**config.mk**
```make
export PLATFORM = sky130hd
export DESIGN_NAME = fifo_word_serializer
export DESIGN_NICKNAME = d
export VERILOG_FILES = /design/src/rtl/fifo_word_serializer.sv
export SDC_FILE = /design/constraint.sdc
export NUM_CORES = 1
export LEC_CHECK = 0
export ABC_AREA = 1
export CAP_MARGIN = 20
export CORE_MARGIN = 1
export CORE_UTILIZATION = 50
export DETAILED_ROUTE_END_ITERATION = 7
export PLACE_DENSITY = 0.88
export SLEW_MARGIN = 15
export SYNTH_ARGS = -nofsm -noshare
export SYNTH_HDL_FRONTEND = slang
export SYNTH_SLANG_ARGS = --single-unit
```
**constraint.sdc**
```tcl
create_clock -name clk -period 1.87 [get_ports clk]
set_input_delay 0.374 -clock clk [delete_from_list [all_inputs] [get_ports clk]]
set_output_delay 0.374 -clock clk [all_outputs]
set_load 0.01 [all_outputs]
```
**src/rtl/fifo_word_serializer.sv**
```systemverilog
// Pops DATA_W-bit words from a show-ahead FIFO and streams each one out MSB-first
// as DATA_W/OUT_W narrow beats on a valid/ready interface.
module fifo_word_serializer #(
  parameter int DATA_W = 32,
  parameter int OUT_W  = 8,
  parameter int CNT_W  = 16
) (
  input  logic              clk,
  input  logic              rstn,
  input  logic              empty,
  input  logic [DATA_W-1:0] pop_data,
  output logic              pop,
  output logic              out_valid,
  output logic [OUT_W-1:0]  out_data,
  input  logic              out_ready,
  output logic              out_last,
  input  logic              drop,
  output logic              busy,
  output logic [CNT_W-1:0]  word_cnt
);

  localparam int BEATS = DATA_W / OUT_W;
  localparam int BC_W  = (BEATS > 2) ? $clog2(BEATS) : 1;
  localparam logic [BC_W-1:0] LAST_BEAT = BC_W'(BEATS - 1);

  typedef enum logic {IDLE, SHIFT} state_t;

  state_t            state, state_nxt;
  logic [DATA_W-1:0] shreg_p0;
  logic [BC_W-1:0]   beat_cnt_p0;
  logic              vld_p0;
  logic [CNT_W-1:0]  word_cnt_q;
  logic              hs, last_beat, do_shift, do_clear;

  assign hs        = vld_p0 & out_ready;
  assign last_beat = (beat_cnt_p0 == LAST_BEAT);

  // Drop wins over a handshake: the beat on the bus is discarded, not transferred.
  always_comb begin
    state_nxt = state;
    pop       = 1'b0;
    do_shift  = 1'b0;
    do_clear  = 1'b0;
    case (state)
      IDLE: begin
        pop = rstn & ~empty & ~drop;
        if (pop) state_nxt = SHIFT;
      end
      SHIFT: begin
        if (drop) begin
          state_nxt = IDLE;
          do_clear  = 1'b1;
        end else if (hs) begin
          if (last_beat) begin
            pop = rstn & ~empty;
            if (!pop) begin
              state_nxt = IDLE;
              do_clear  = 1'b1;
            end
          end else begin
            do_shift = 1'b1;
          end
        end
      end
    endcase
  end

  // Stage p0: shift register, beat counter and beat valid
  always_ff @(posedge clk or negedge rstn) begin
    if (!rstn) begin
      state       <= IDLE;
      shreg_p0    <= '0;
      beat_cnt_p0 <= '0;
      vld_p0      <= 1'b0;
      word_cnt_q  <= '0;
    end else begin
      state <= state_nxt;
      if (pop) begin
        shreg_p0    <= pop_data;
        beat_cnt_p0 <= '0;
        vld_p0      <= 1'b1;
        word_cnt_q  <= word_cnt_q + CNT_W'(1);
      end else if (do_clear) begin
        beat_cnt_p0 <= '0;
        vld_p0      <= 1'b0;
      end else if (do_shift) begin
        shreg_p0    <= shreg_p0 << OUT_W;
        beat_cnt_p0 <= beat_cnt_p0 + BC_W'(1);
      end
    end
  end

  assign out_valid = vld_p0;
  assign out_data  = shreg_p0[DATA_W-1 -: OUT_W];
  assign out_last  = last_beat;
  assign busy      = (state == SHIFT);
  assign word_cnt  = word_cnt_q;

endmodule

```
==> results.md, run 1 <==
- Die area: 5720 um^2
- Met3 Routed Length: 347 um
- Final worst-path cycle share: 0.944
- Final number of max-transition violations: 0
- Number of design-rule violations left by the first detailed-router iteration: 121
- Starting Density: 0.524
- CTS H-tree depth: 2
- Worst-case headroom to the max-slew limit: 0.574
- Bufs on Longest Clock Path: 2
- Count leader, synth: sky130_fd_sc_hd__nand2_1
- Finished layout cell area: 3500 um^2
- Post-synth EDFFs: 0
- Pint: 2.21 mW
- Final Hold Vio Count: 0
- Biggest cell delay along the critical path: 400 ps
- Synth Area in Compound Gates: 0.00370
- Number of top-level design ports: 65
- Hold_buf cts: 0
- Area fraction in and, or, nand and nor cells after synthesis: 0.397
- Combinational group share of total power: 0.265
- DRT Pass-1 Iters: 5
- Multiplexer area fraction after synthesis: 0
- Initial antenna violation count: 0
- Gpl congestion: 0.860
- Part of the total power dissipated in the clock network: 0.242
- Synth Area in Adders: 0.0139
- Main combinational cell family by area after synthesis: simple AND/OR/NAND/NOR gates
- Quantity of I/O buffers inserted on ports: 64
- Dominant cell type by area after synthesis: sky130_fd_sc_hd__dfrtp_1
- Critical path origin: beat_cnt_p0[0]
- Area delta synth->final: 29.1%
- Core ar.: 5170 um^2
- Half-perimeter wire length of the detailed placement result: 4.27 mm
- Overflow after GRT: 0
- Kind of cell adding the most delay to the critical path: buffers and inverters
- Worst setup EP type: output port
- Static leakage: 1.78 nW
- DRC errors left: 0
- Cell types occupying the most area after synthesis: sky130_fd_sc_hd__dfrtp_1, sky130_fd_sc_hd__nand2_1, sky130_fd_sc_hd__nand3_1
- Share of synthesized area occupied by flip-flops and latches: 0.480
- Count of max-cap constraint violations: 0
- Kind of start point of the critical path: register
- Number of cell rows: 26
- Synthesized instance count: 359
- Wire length of the first global-routing pass: 9.47 mm
- P_sw: 897 uW
- Max Used Layer: met4
- Overall die height: 75.6 um
- Max Clock Freq: 567 MHz
- Xor-xnor portion of the synthesized cell area: 0.0291
- TritonCTS clock tree: yes
- Cell chain of the critical path: buf_4, ha_1, dlygate4sd2_1
- Async set-or-reset flop fraction in the synthesized netlist: 1.00
- Post-CTS clock slew at the launch and capture registers of the worst setup and hold paths: 90 ps
- Data arrival time of the worst path: 1390 ps
- Final worst clock skew: 5.90 ps
- Total number of yosys warnings: 0
- Number of setup violations in the final report: 0
- Layout cell share with drive strength beyond 1: 0.0716
- Slew of the pin with the lowest slew margin: 640 ps
- Status: complete, no violations
- Setup slack of the most critical reg-to-reg path: 230 ps
- Clk sinks: 52
- Post-detailed-placement cell area: 3390 um^2
- N_diodes: 0
- Buf/Inv on CP: 2
- Class of the most critical hold timing path: input port to asynchronous set/reset pin
- Final wirelength: 5.94 mm
- Final Critical Period: 1760 ps
- Share of Yosys cell area claimed by the top area cell type: 0.480
- Length of routed met2 wiring: 2.96 mm
- Net count reported at finish: 458
- Data required, critical path: 1500 ps
- TritonCTS Buffers: 5
- Flops & latches, synth: 52
- Fraction of power spent switching nets: 0.289
- Depth of the worst register-to-register path: 9
- Unrepaired setup endpoints after global routing: false
- Power density over the cells: 888 nW/um^2
- Share of power burned in registers: 0.494
- Via density per instance: 5.07
- Clock Root Buffer: sky130_fd_sc_hd__clkbuf_8
- Maximum number of pins on one net before global-route repair: 53
- Total routed wire length on the met1 layer: 2.55 mm
- Mapped Area: 2710 um^2
- Skew-Pair Late Insertion Delay: 300 ps
- Total track usage: 0.221
- Post-synth cell types: 22
- Max rail drop VDD: 685 uV
- Die width: 75.6 um
- Classification of the worst setup path: register to output port
- Routed length per placed instance: 12.2 um
- Slowest stage cell on the critical path: sky130_fd_sc_hd__dfrtp_1
- Ranking of synthesized cells by instance count: sky130_fd_sc_hd__nand2_1, sky130_fd_sc_hd__dfrtp_1, sky130_fd_sc_hd__nand3_1
- Avg Cell Area, Syn: 7.55 um^2
- Number of global-route vias before repair: 2,162
- Total nets after synthesis: 399
- Capturing point of the worst reg2reg path: shreg_p0[19]
- Final antenna-violating net count: 0
- Most frequently used flop master after synthesis: sky130_fd_sc_hd__dfrtp_1
- Via count: 2,480
- R2R Path Start: beat_cnt_p0[0]
- Peak fanout along the critical path: 3
- Final worst hold slack: 231 ps
==> power groups by stage <==
stage,registers [mW],clock network [mW],logic [mW]
6_report,1.53,0.751,0.822
5_1_grt,1.56,0.817,0.926
4_1_cts,1.53,0.769,0.832
3_5_place_dp,1.56,0,0.824
3_3_place_gp,1.55,0,0.792
2_1_floorplan,1.54,0,0.480
==> metrics by stage <==
stage	TNS, ps	instances	setup WS, ps	power (mW)	utilization
after global placement	-4990	482	-256	2.34	0.655
after global routing	0	489	59.3	3.30	0.676
after detailed placement	-5820	482	-262	2.38	0.655
final	0	489	105	3.11	0.676
after floorplan	0	359	393	2.02	-
after CTS	0	490	13.0	3.13	0.677
==> registers in the layout, indices dropped and copies added, names as in the netlist <==
name	flops
beat_cnt_p0	2
busy	1
out_valid	1
shreg_p0	32
word_cnt	16
==> kinds of logic after synthesis <==
kind of cell,count (synthesis)
and+or+nand+nor,256
adders and majority gates,3
DFF,52
buffers and inverters,37
xor gates and xnor gates,9
AOI/OAI and AO/OA,2
==> worst max path at each step <==
stage | to | slack [ps] | cells after the start
after floorplan | shreg_p0[18] | 390 | 6
after global placement | pop | -260 | 6
after detailed placement | shreg_p0[26] | -260 | 10
after CTS | pop | 10 | 6
after global routing | out_last | 60 | 3
final | out_last | 110 | 3
==> repair_timing <==
action | in CTS | in global routing
resized for setup | 4 | 4
setup endpoints to repair | 5 | 9
cloned | 0 | 0
buffers inserted | 0 | 0
==> worst reg2reg max path, cell delays in order (launching register included) <==
cell	delay, ps
sky130_fd_sc_hd__dfrtp_1	400
sky130_fd_sc_hd__ha_1	210
sky130_fd_sc_hd__nand3_2	70
sky130_fd_sc_hd__nand2_1	60
sky130_fd_sc_hd__nand2_2	100
sky130_fd_sc_hd__buf_12	280
sky130_fd_sc_hd__nand2_2	130
sky130_fd_sc_hd__buf_12	160
sky130_fd_sc_hd__nand2_1	80
sky130_fd_sc_hd__nand2_1	50
==> layout by cell type (no fill, tap or decap) <==
cell type,count
sky130_fd_sc_hd__buf_4,10
sky130_fd_sc_hd__buf_2,1
sky130_fd_sc_hd__o21ai_0,1
sky130_fd_sc_hd__xor2_1,5
sky130_fd_sc_hd__clkbuf_1,1
sky130_fd_sc_hd__a21oi_1,1
sky130_fd_sc_hd__nor2_1,15
sky130_fd_sc_hd__nand4_1,7
sky130_fd_sc_hd__nor3_1,1
sky130_fd_sc_hd__dlygate4sd2_1,1
sky130_fd_sc_hd__buf_12,2
sky130_fd_sc_hd__clkbuf_2,1
sky130_fd_sc_hd__clkinv_2,1
sky130_fd_sc_hd__nor2_2,1
sky130_fd_sc_hd__inv_2,2
sky130_fd_sc_hd__nor2_4,1
sky130_fd_sc_hd__clkbuf_8,5
sky130_fd_sc_hd__inv_1,11
sky130_fd_sc_hd__xnor2_1,4
sky130_fd_sc_hd__nor3_4,1
sky130_fd_sc_hd__bufinv_16,1
sky130_fd_sc_hd__ha_1,3
sky130_fd_sc_hd__nand3b_1,2
sky130_fd_sc_hd__nand3_2,1
sky130_fd_sc_hd__nand2_1,178
sky130_fd_sc_hd__nand2_2,3
sky130_fd_sc_hd__dfrtp_1,52
sky130_fd_sc_hd__nand3_1,46
sky130_fd_sc_hd__clkdlybuf4s50_1,61
==> layer usage <==
| layer | GRT usage | vias up |
|---|---|---|
| met5 | 0 | - |
| met2 | 0.382 | 79 |
| met3 | 0.0423 | 9 |
| met4 | 0.0658 | 0 |
| met1 | 0.283 | 1151 |
| li1 | - | 1241 |
==> layout make-up <==
class,instances,area [um^2]
Tap cell,70,87.6
Fill cell,416,1680
Sequential cell,52,1300
Inverter,13,48.8
Multi-Input combinational cell,270,1210
Clock buffer,6,72.6
Timing Repair Buffer,76,744
Clock inverter,2,35.0
Note: power is estimated with default switching activity, not from simulation.
==> run 2: changes to the inputs <==
CORE_UTILIZATION = 63   (was 50)
DONT_BUFFER_PORTS = 1   (was not set)
GPL_ROUTABILITY_DRIVEN = 0   (was not set)
PLACE_DENSITY = 0.87   (was 0.88)
==> run 2 against run 1 <==
Against the previous run:
- critical path depth grew 3
- register-to-register slack lost 70 ps
- via count shrank 11%
- non-clock buffer count shrank 64
- core utilization grew 2.6 points
- fmax shrank 1.2%
- first-iteration DRC count grew 22%
- largest cell class unchanged
==> results.md, run 2 (synthesis results as in run 1) <==
- Starting Density: 0.668
- Depth of the worst register-to-register path: 6
- Die width: 67.6 um
- Data arrival time of the worst path: 1410 ps
- Clock Root Buffer: sky130_fd_sc_hd__clkbuf_8
- Data required, critical path: 1500 ps
- Most common library cell in the layout ignoring fill and taps: sky130_fd_sc_hd__nand2_1
- TritonCTS clock tree: yes
- Power density over the cells: 957 nW/um^2
- Fin Setup TNS: 0 ps
- Capturing point of the worst reg2reg path: shreg_p0[30]
- Fillcell total: 361
- Slew of the pin with the lowest slew margin: 386 ps
- Status: complete, no violations
- Number of top-level design ports: 65
- Dpl ws: 163 ps
- Final worst clock skew: 7.66 ps
- Area delta synth->final: 5.22%
- Max rail drop VDD: 584 uV
- Kind of start point of the critical path: register
- Number of setup violations in the final report: 0
- Final Critical Period: 1790 ps
- Max Clock Freq: 560 MHz
- Classification of the worst setup path: register to output port
- TritonCTS Buffers: 5
- Count of max-cap constraint violations: 0
- Layout cell share with drive strength beyond 1: 0.0817
- Number of global-route vias before repair: 2,092
- Number of flip-flops under the largest register name: 32
- Startpoint of the worst hold path: pop_data[3]
- Most frequent cells in the layout: sky130_fd_sc_hd__nand2_1, sky130_fd_sc_hd__dfrtp_1, sky130_fd_sc_hd__nand3_1
- Seq. cell area: 1300 um^2
- Routed length per placed instance: 13.2 um
- Worst-case headroom to the max-slew limit: 0.741
- Die area: 4570 um^2
- Final Hold Vio Count: 0
- Wire length of the first global-routing pass: 8.89 mm
- Post-CTS clock slew at the launch and capture registers of the worst setup and hold paths: 90 ps
- Final antenna-violating net count: 0
- Worst setup margin: 84.0 ps
- N_diodes: 0
- R2R Path Start: beat_cnt_p0[0]
- Terminating pin of the worst hold path: shreg_p0[3]
- Net count reported at finish: 394
- Final number of max-transition violations: 0
- Number of design-rule violations left by the first detailed-router iteration: 148
- Core ar.: 4060 um^2
- Final worst-path cycle share: 0.955
- Via count: 2,204
- Overall die height: 67.6 um
- Peak fanout along the critical path: 13
- Worst setup EP type: output port
- Area occupied by multi-input gates: 1210 um^2
- Final worst hold slack: 186 ps
- Unrepaired setup endpoints after global routing: false
- Number of cell rows: 23
- Skew-Pair Late Insertion Delay: 300 ps
- Static leakage: 1.53 nW
- Min-Delay Path Depth: 2
- DRT Pass-1 Iters: 4
- Class of the most critical hold timing path: input port to register
- Bufs on Longest Clock Path: 2
- Biggest register: shreg_p0
- Via density per instance: 5.44
- Initial antenna violation count: 0
- CTS H-tree depth: 2
- Quantity of I/O buffers inserted on ports: 0
- Final wirelength: 5.33 mm
- Clk sinks: 52
- DRC errors left: 0
- Maximum number of pins on one net before global-route repair: 53
- Total track usage: 0.260
- Overflow after GRT: 0
- Half-perimeter wire length of the detailed placement result: 3.66 mm
- Setup slack of the most critical reg-to-reg path: 160 ps
[run 2: worst max path at each step]
stage	from	endpoint	slack, ps	depth (start not counted)
floorplan	beat_cnt_p0[0]	shreg_p0[18]	390	6
global placement	beat_cnt_p0[0]	shreg_p0[10]	180	10
detailed placement	beat_cnt_p0[0]	shreg_p0[8]	160	10
CTS	beat_cnt_p0[0]	pop	30	6
global route	beat_cnt_p0[0]	shreg_p0[27]	5	6
finish	beat_cnt_p0[0]	pop	80	6
[run 2: cell type report]
cell class	count	area share
Tap cell	50	0.0219
Inverter	13	0.0189
Timing Repair Buffer	12	0.0439
Clock inverter	2	0.00351
Multi-Input combinational cell	270	0.426
Clock buffer	6	0.0290
Sequential cell	52	0.457
[run 2: routing by layer]
metal	track usage	part of all wire
met5	0	0
met4	0.0745	0.0086
met3	0.0676	0.064
met2	0.432	0.48
met1	0.330	0.44
[run 2: timing repair]
item | 4_1_cts | 5_1_grt
gates resized for setup | 3 | 5
setup buffers | 1 | 1
pin swaps | 1 | 1
hold buffers | 2 | 0
setup endpoints to repair | 1 | 7
endpoints found under the hold margin | 52 | 0
[run 2: report_power, final]
part	total, mW	leakage, nW	internal [mW]	switching, mW
combinational	0.478	0.802	0.215	0.263
clock	0.653	0.0510	0.296	0.357
sequential	1.60	0.680	1.36	0.238
[run 2: metrics by stage]
step            util  cells  cell area, um^2  power [mW]
2_1_floorplan      -    359             2710        2.02
3_3_place_gp   0.659    393             2680        2.02
3_5_place_dp   0.659    393             2680        2.05
4_1_cts        0.696    404             2820        2.73
5_1_grt        0.702    405             2850        2.90
6_report       0.702    405             2850        2.73
[run 2: worst max-delay path, cell delays in order (launching register included)]
cell and delay, ps:
sky130_fd_sc_hd__dfrtp_1 420, sky130_fd_sc_hd__ha_1 220, sky130_fd_sc_hd__nand3_2 80, sky130_fd_sc_hd__nand2_2 70
sky130_fd_sc_hd__nand2_4 100, sky130_fd_sc_hd__inv_6 60, sky130_fd_sc_hd__buf_12 140
==> run 3: changes to the inputs <==
CORE_UTILIZATION = 43   (was 63)
PLACE_DENSITY = 0.55   (was 0.87)
==> run 3 against run 2 <==
Against the previous run:
- fmax grew 0.76%
- register-to-register slack gained 20 ps
- largest power group unchanged
- sequential share of layout area shrank 0.34 points
- clock skew shrank 4.6 ps
- largest cell class unchanged
==> results.md, run 3 (synthesis results as in run 1) <==
- Clk sinks: 52
- Final Hold Vio Count: 0
- Overflow after GRT: 0
- Fin Setup TNS: 0 ps
- Via density per instance: 4.91
- Routed length per placed instance: 12.8 um
- Starting Density: 0.452
- Biggest register: shreg_p0
- Die area: 6620 um^2
- Unrepaired setup endpoints after global routing: false
- Count of max-cap constraint violations: 0
- Final Critical Period: 1770 ps
- Net count reported at finish: 394
- TritonCTS clock tree: yes
- Maximum number of pins on one net before global-route repair: 53
- Layout cell share with drive strength beyond 1: 0.0732
- Initial antenna violation count: 0
- Status: complete, no violations
- Most common library cell in the layout ignoring fill and taps: sky130_fd_sc_hd__nand2_1
- Number of global-route vias before repair: 2,049
- Max Clock Freq: 564 MHz
- Final wirelength: 5.52 mm
- Wire length of the first global-routing pass: 9.34 mm
- Via count: 2,112
- Clock Root Buffer: sky130_fd_sc_hd__clkbuf_8
- Number of cell rows: 28
- Die width: 81.4 um
- Data arrival time of the worst path: 1400 ps
- Static leakage: 1.53 nW
- Kind of start point of the critical path: register
- Peak fanout along the critical path: 25
- N_diodes: 0
- Final antenna-violating net count: 0
- Quantity of I/O buffers inserted on ports: 0
- Final worst hold slack: 188 ps
- Number of flip-flops under the largest register name: 32
- DRT Pass-1 Iters: 4
- Half-perimeter wire length of the detailed placement result: 3.79 mm
- Slew of the pin with the lowest slew margin: 395 ps
- Number of top-level design ports: 65
- TritonCTS Buffers: 5
- Classification of the worst setup path: register to output port
- Worst setup EP type: output port
- Final worst clock skew: 3.09 ps
- Skew-Pair Late Insertion Delay: 290 ps
- Most frequent cells in the layout: sky130_fd_sc_hd__nand2_1, sky130_fd_sc_hd__dfrtp_1, sky130_fd_sc_hd__nand3_1
- Overall die height: 81.4 um
- Number of design-rule violations left by the first detailed-router iteration: 124
- DRC errors left: 0
- CTS H-tree depth: 2
- Total track usage: 0.184
- Final number of max-transition violations: 0
- Worst-case headroom to the max-slew limit: 0.736
- Post-CTS clock slew at the launch and capture registers of the worst setup and hold paths: 90 ps
- Number of setup violations in the final report: 0
- Power density over the cells: 946 nW/um^2
- Max rail drop VDD: 369 uV
- Bufs on Longest Clock Path: 2
- Area delta synth->final: 6.00%
- Class of the most critical hold timing path: input port to register
- Final worst-path cycle share: 0.948
- Data required, critical path: 1500 ps
- Fillcell total: 600
- Core ar.: 5990 um^2
## run 3: cell count changes in the layout (fill, tap and decap cells not counted)
cell                       previous run  this run
sky130_fd_sc_hd__clkbuf_1             0         2
sky130_fd_sc_hd__clkinv_2             2         0
sky130_fd_sc_hd__inv_2                1         2
sky130_fd_sc_hd__inv_6                1         0
sky130_fd_sc_hd__nand2_1            177       178
sky130_fd_sc_hd__nand2_2              3         2
## run 3: worst paths after layout
| check | from | cells past startpoint | endpoint | slack [ps] |
|---|---|---|---|---|
| max | beat_cnt_p0[0] | 6 | pop | 100 |
| min | pop_data[2] | 2 | shreg_p0[2] | 190 |
| max reg2reg | beat_cnt_p0[0] | 6 | shreg_p0[13] | 180 |
| min reg2reg | shreg_p0[0] | 2 | shreg_p0[0] | 510 |
| max in group asynchronous | rstn | 2 | word_cnt[6] | 1050 |
| min in group asynchronous | rstn | 2 | word_cnt[3] | 590 |
## run 3: critical path: stages (launching register included)
cell and delay [ps]:
sky130_fd_sc_hd__dfrtp_1 410, sky130_fd_sc_hd__ha_1 220, sky130_fd_sc_hd__nand3_2 80, sky130_fd_sc_hd__nand2_1 90, sky130_fd_sc_hd__nand2_4 100, sky130_fd_sc_hd__inv_2 50
sky130_fd_sc_hd__buf_12 150
## run 3: layout make-up
type	count	area (um^2)	area share
sequential	52	1300	0.453
multi-input combinational	270	1210	0.422
timing repair buffer	12	125	0.0436
tap	75	93.8	0.0327
clock buffer	8	90.1	0.0314
inverter	13	48.8	0.0170
## run 3: repair_timing
action | in CTS | in global routing
gates cloned | 0 | 0
pin swaps | 0 | 1
setup buffers | 0 | 2
endpoints found under the hold margin | 52 | 0
gates resized for setup | 2 | 3
hold buffers | 2 | 0
setup endpoints to repair | 1 | 1
## run 3: per-stage QoR
stage                     worst slack, ps  utilization  power, mW  cell area [um^2]  instances
after floorplan                       393            -       2.02              2710        359
after global placement                223        0.452       2.04              2710        418
after detailed placement              170        0.452       2.05              2710        418
after CTS                            15.3        0.475       2.75              2840        428
after global routing                 17.3        0.479       2.93              2870        430
final                                97.5        0.479       2.72              2870        430
## run 3: power by group
group | switching [mW] | leakage (nW) | internal [mW]
sequential | 0.238 | 0.680 | 1.36
clock | 0.351 | 0.0455 | 0.303
combinational | 0.252 | 0.802 | 0.211
## run 3: routing by layer
layer	share of wire	vias to the layer above	track usage
li1	-	1107	-
met1	0.49	954	0.246
met2	0.45	49	0.296
met3	0.053	2	0.0494
met4	0.0049	0	0.0429
met5	0	-	0
